$ cat src/rtl/cpu_multiciclo.sv
// Multi-cycle MIPS-like core: fetch, decode, execute, write-back, one state per clock.
// Small instruction memory loaded through the prog_* port while held in reset or halted.
//
// state   | meaning
// --------+------------------------------------------------------------
// BUSCA   | latch mem[pc] into the instruction register
// DECOD   | read rs/rt, sign-extend immediate; halt goes to PARADO
// EXEC    | ALU op or branch/jump; pc update; branches/NOPs return to BUSCA
// ESCRITA | register-file write and output pulse, then back to BUSCA
// PARADO  | halted until reset; instruction memory writable
module cpu_multiciclo #(
   parameter int LARGURA  = 32,
   parameter int PROF_MEM = 64,
   localparam int AP      = $clog2(PROF_MEM)
) (
   input  logic               clock,
   input  logic               reset,
   input  logic               prog_en,
   input  logic [AP-1:0]      prog_addr,
   input  logic [31:0]        prog_dado,
   output logic [LARGURA-1:0] valor_saida,
   output logic               saida_valida,
   output logic               parado,
   output logic [AP-1:0]      pc
);

   typedef enum logic [2:0] {BUSCA, DECOD, EXEC, ESCRITA, PARADO} estado_t;

   localparam logic [5:0] OP_R    = 6'h00;
   localparam logic [5:0] OP_J    = 6'h02;
   localparam logic [5:0] OP_BEQ  = 6'h04;
   localparam logic [5:0] OP_ADDI = 6'h08;
   localparam logic [5:0] OP_HALT = 6'h3F;

   localparam logic [5:0] FN_ADD = 6'h20;
   localparam logic [5:0] FN_SUB = 6'h22;
   localparam logic [5:0] FN_AND = 6'h24;
   localparam logic [5:0] FN_OR  = 6'h25;
   localparam logic [5:0] FN_SLT = 6'h2A;

   estado_t              estado_q, estado_d;
   logic [AP-1:0]        pc_q, pc_d, pc_inc;
   logic [31:0]          ir_q, ir_d;
   logic [LARGURA-1:0]   a_q, a_d, b_q, b_d, imm_q, imm_d, res_q, res_d;
   logic [4:0]           dest_q, dest_d;
   logic [LARGURA-1:0]   valor_q, valor_d;
   logic                 valida_q, valida_d;
   logic                 rf_we;
   logic [LARGURA-1:0]   regs_q [32];
   logic [31:0]          mem_q [PROF_MEM];
   logic [5:0]           opcode, funct;

   assign opcode = ir_q[31:26];
   assign funct  = ir_q[5:0];

   // Next-state, datapath and output decode for the current state.
   always_comb begin
      estado_d = estado_q;
      pc_d     = pc_q;
      ir_d     = ir_q;
      a_d      = a_q;
      b_d      = b_q;
      imm_d    = imm_q;
      res_d    = res_q;
      dest_d   = dest_q;
      valor_d  = valor_q;
      valida_d = 1'b0;
      rf_we    = 1'b0;
      pc_inc   = pc_q + AP'(1);
      unique case (estado_q)
         BUSCA: begin
            ir_d     = mem_q[pc_q];
            estado_d = DECOD;
         end
         DECOD: begin
            a_d      = regs_q[ir_q[25:21]];
            b_d      = regs_q[ir_q[20:16]];
            imm_d    = LARGURA'($signed(ir_q[15:0]));
            estado_d = (opcode == OP_HALT) ? PARADO : EXEC;
         end
         EXEC: begin
            pc_d     = pc_inc;
            estado_d = BUSCA;
            case (opcode)
               OP_R: begin
                  dest_d = ir_q[15:11];
                  case (funct)
                     FN_ADD: begin res_d = a_q + b_q; estado_d = ESCRITA; end
                     FN_SUB: begin res_d = a_q - b_q; estado_d = ESCRITA; end
                     FN_AND: begin res_d = a_q & b_q; estado_d = ESCRITA; end
                     FN_OR:  begin res_d = a_q | b_q; estado_d = ESCRITA; end
                     FN_SLT: begin
                        res_d    = ($signed(a_q) < $signed(b_q)) ? LARGURA'(1) : '0;
                        estado_d = ESCRITA;
                     end
                     default: ;
                  endcase
               end
               OP_ADDI: begin
                  res_d    = a_q + imm_q;
                  dest_d   = ir_q[20:16];
                  estado_d = ESCRITA;
               end
               OP_BEQ: begin
                  if (a_q == b_q) pc_d = pc_inc + imm_q[AP-1:0];
               end
               OP_J: pc_d = ir_q[AP-1:0];
               default: ;
            endcase
         end
         ESCRITA: begin
            // Destination $0 still spends the cycle but produces no write or pulse.
            if (dest_q != 5'd0) begin
               rf_we    = 1'b1;
               valor_d  = res_q;
               valida_d = 1'b1;
            end
            estado_d = BUSCA;
         end
         PARADO: ;
         default: estado_d = BUSCA;
      endcase
   end

   // State, pipeline and output registers; reset aborts whatever is in flight.
   always_ff @(posedge clock) begin
      if (reset) begin
         estado_q <= BUSCA;
         pc_q     <= '0;
         ir_q     <= '0;
         a_q      <= '0;
         b_q      <= '0;
         imm_q    <= '0;
         res_q    <= '0;
         dest_q   <= '0;
         valor_q  <= '0;
         valida_q <= 1'b0;
      end else begin
         estado_q <= estado_d;
         pc_q     <= pc_d;
         ir_q     <= ir_d;
         a_q      <= a_d;
         b_q      <= b_d;
         imm_q    <= imm_d;
         res_q    <= res_d;
         dest_q   <= dest_d;
         valor_q  <= valor_d;
         valida_q <= valida_d;
      end
   end

   // Register file; $0 is never written so it always reads zero.
   always_ff @(posedge clock) begin
      if (reset) begin
         for (int i = 0; i < 32; i++) regs_q[i] <= '0;
      end else if (rf_we) begin
         regs_q[dest_q] <= res_q;
      end
   end

   // Instruction memory survives reset; writes only while held in reset or halted.
   always_ff @(posedge clock) begin
      if (prog_en && (reset || estado_q == PARADO)) mem_q[prog_addr] <= prog_dado;
   end

   assign valor_saida  = valor_q;
   assign saida_valida = valida_q;
   assign parado       = (estado_q == PARADO);
   assign pc           = pc_q;

endmodule
$ cat config.mk
export PLATFORM = sky130hd
export DESIGN_NAME = cpu_multiciclo
export DESIGN_NICKNAME = d
export VERILOG_FILES = /design/src/rtl/cpu_multiciclo.sv
export SDC_FILE = /design/constraint.sdc
export NUM_CORES = 2
export LEC_CHECK = 0
export BUFFER_PORTS_ARGS = -buffer_cell sky130_fd_sc_hd__buf_2
export CORE_ASPECT_RATIO = 0.75
export CORE_UTILIZATION = 25
export CTS_CLUSTER_DIAMETER = 60
export DETAILED_ROUTE_END_ITERATION = 7
export PLACE_DENSITY_LB_ADDON = 0.25
export SLEW_MARGIN = 15
export SYNTH_ARGS = -nofsm -noshare
export SYNTH_HDL_FRONTEND = slang
export SYNTH_SLANG_ARGS = --single-unit
$ cat constraint.sdc
create_clock -name clock -period 3.6 [get_ports clock]
set_input_delay 0 -clock clock [delete_from_list [all_inputs] [get_ports clock]]
set_output_delay 0 -clock clock [all_outputs]
set_load 0.01 [all_outputs]
==> run_results.csv <==
group,metric,value,unit
logic_synthesis,synthCells,7960,
power,p_leak,0.0546,µW
final_layout,final_core_util,29.9,%
sta,post-route-period-util,97.1,%
floorplanning,io-pin-count,81,
clock_tree,cts_made_buffers,392,
routing,post-route-drc-count,0,
final_layout,drive_gt1_share,30.8,%
logic_synthesis,ys_dominant_reg_cell,"edfxtp_1",
sta,layout_min_cycle_time,3500,ps
sta,skew,87.0,ps
global_routing,grt_pass1_wl,671000,µm
logic_synthesis,synth_seq_cells,3263,
sta,relSlewSlack,15.1,%
clock_tree,cts_tree,"built",
clock_tree,h-tree-depth,5,
logic_synthesis,ys_seq_area_share,66.2,%
clock_tree,insertion_delay,980,ps
flow_run,max-cap-violations,0,
sta,worstMarginPinSlew,1270,ps
sta,max_freq,286,MHz
critical_path,cp_data_arrival_time,4300,ps
floorplanning,dieArea,584000,µm²
logic_synthesis,synth-edff-count,3072,
routing,wl_met1,222000,µm
routing,avgViaCountPerCell,4.97,
logic_synthesis,ys_warn_count,0,
logic_synthesis,synth_area,145000,µm²
clock_tree,clk_pin_slew,60,ps
logic_synthesis,synth_cell_type_count,88,
global_routing,antenna_found_initial,70,
sta,worst_slack,103,ps
place,gp_congestion,0.893,
status,status,"completed",
global_routing,gr-total-overflow,0,
floorplanning,fp.coreArea,579000,µm²
floorplanning,die_w,882,µm
global_routing,grt_pass1_vias,82500,
clock_tree,cts-root-buf,"clkbuf_16",
routing,wirelength,483000,µm
place,post_dp_cell_area,160000,µm²
final_layout,finalNetCount,8570,
logic_synthesis,postSynth.asyncResetShare,0,%
hold_path,min_path_type,"primary input to flop",
sta,drv_slew,0,
routing,wire_per_inst,29.4,µm
critical_path,path_class,"flop to flop",
final_layout,layout.cells.non_filler,16400,
critical_path,path_max_fanout,4,
critical_path,required,4410,ps
final_layout,syn_to_final_growth,19.1,%
global_routing,grt_max_degree,105,
power,max-vdd-ir-drop,0.402,mV
sta,hold_viol_final,0,
place,dpl.cell_count,15600,
routing,route.met2.wl,215000,µm
routing,vias,81600,
sta,grt_setup_unrepaired,"true",
routing,dr.max_layer_used,"met5",
routing,ant_nets,0,
routing,wl_met3,34700,µm
global_routing,track_usage,16.2,%
routing,first_iter_violations,9792,
routing,dr.pass1.iters,6,
place,hpwl,297000,µm
critical_path,startpoint_type,"flop",
place,place_ws,21.1,ps
final_layout,final_cell_area,173000,µm²
floorplanning,start_util,25.1,%
power,powerDensity,547,nW/µm²
floorplanning,fp.dieH,662,µm
floorplanning,rows,242,
sta,tns,0,ps
place,port_buffers,80,
critical_path,endpoint_kind,"flop",
logic_synthesis,avgSynthCellArea,18.2,µm²
clock_tree,clockBufferDepth,4,
clock_tree,cts_sinks,3263,
sta,finalSetupViolCount,0,
[critical path, cell delays in order (launching register included)]
cell and delay, ps:
dfxtp_1 320, inv_1 120, ha_1 390, a211oi_1 380
o211ai_1 220, a21oi_2 460, o21ba_2 330, o31ai_1 180
a21o_1 220, a221o_1 290, a221oi_1 320, o21ai_1 90
[layout by cell type (no fill, tap or decap), drive strengths merged, types with 32 or more instances in the layout]
master	instances
a211oi	95
o21ai	92
buf	603
nor2	290
ha	133
edfxtp	3072
nor3	73
a21oi	201
dfxtp	191
and2	969
nand2	252
mux2i	93
inv	163
dlygate4sd3	38
or2	35
conb	32
clkinv	144
mux4	1312
clkbuf	494
[cell usage after synthesis, types with 5 or more instances]
cell type | number | area [µm²]
edfxtp_1 | 3072 | 92200
nand2_1 | 252 | 946
o21ai_1 | 9 | 45.0
o21bai_1 | 15 | 113
nor3_1 | 73 | 365
o211ai_1 | 13 | 97.6
a221oi_1 | 16 | 140
a21o_1 | 25 | 188
nor4_1 | 12 | 75.1
o21a_1 | 8 | 60.1
xnor2_1 | 23 | 201
a211o_1 | 6 | 52.6
or2_2 | 33 | 206
o22ai_1 | 10 | 62.6
clkbuf_1 | 461 | 1730
ha_1 | 133 | 1660
xor2_1 | 13 | 114
o221ai_1 | 18 | 158
buf_2 | 107 | 536
nor2_1 | 289 | 1080
a22oi_1 | 6 | 45.0
mux2i_1 | 93 | 931
and3_1 | 5 | 31.3
mux4_2 | 1312 | 29500
nand3b_1 | 12 | 90.1
nor3b_1 | 5 | 37.5
or3b_2 | 5 | 43.8
inv_1 | 130 | 488
nor2b_1 | 19 | 119
dfxtp_1 | 191 | 3820
o31ai_1 | 11 | 82.6
nand4_1 | 6 | 37.5
or3_1 | 11 | 68.8
a21oi_1 | 201 | 1010
o21ai_0 | 83 | 415
nand3_1 | 27 | 135
a2111oi_0 | 8 | 70.1
a221o_1 | 15 | 150
nand2b_1 | 9 | 56.3
buf_1 | 61 | 229
a211oi_1 | 94 | 706
and2_1 | 969 | 6060
a31oi_1 | 18 | 113
[per-stage QoR]
| step | power [µW] | hold WS [ps] |
|---|---|---|
| finish | 94600 | 114 |
| global route | 97500 | 95.3 |
| CTS | 95400 | 14.3 |
| detailed placement | 56300 | 414 |
| global placement | 56200 | 413 |
| floorplan | 50700 | 98.9 |
[flip-flops by register name (all words and copies together) (netlist names)]
signal / count
res_q: 32
mem_q: 2048
a_q: 32
ir_q: 32
b_q: 32
pc: 6
regs_q: 1024
valor_saida: 32
saida_valida: 1
imm_q: 16
dest_q: 5
estado_q: 3
[area by class of cell]
class                      count  area, µm²
sequential                  3263      96100
antenna                       22       55.1
clock inverter               220       2190
timing repair buffer         641       6960
tap                         7686       9620
clock buffer                 494      10400
fill                       56500     406000
multi-input combinational   3962      47000
inverter                     132        495
[report_power, final]
part	internal, µW	switching [µW]
clock	22600	16400
combinational	5430	7380
sequential	42100	683
total	70100	24400
[per-layer routing]
metal | vias up | track usage [%]
li1 | 33000 | -
met1 | 44600 | 24.2
met2 | 3414 | 24.7
met3 | 647 | 2.46
met4 | 2 | 3.81
met5 | - | 0
[what timing repair did]
| item | CTS | global route |
|---|---|---|
| pin swaps | 0 | 5 |
| endpoints found under the hold margin | 2741 | 16 |
| setup endpoints to repair | 1 | 12 |
| resized for setup | 1 | 17 |
| hold buffers | 37 | 1 |
| setup buffers | 0 | 2 |
[final timing paths]
check	start	slack, ps	end	cells after the start
hold reg to reg	valor_saida[19]	450	valor_saida[19]	2
hold / removal	prog_en	110	mem_q[56][6]	7
setup / recovery	a_q[1]	100	res_q[27]	11
setup reg to reg	a_q[1]	100	res_q[27]	11
[kinds of logic after synthesis]
group,synth area share (%)
buffers and inverters,2.09
other,0.00258
multiplexers,21.0
AO/OA/AOI/OAI,2.83
flip-flops,66.2
XOR/XNOR,0.217
adder cells (fa/ha/maj),1.20
AND/OR/NAND/NOR,6.49
No activity file was read; power rests on OpenSTA's default activity.
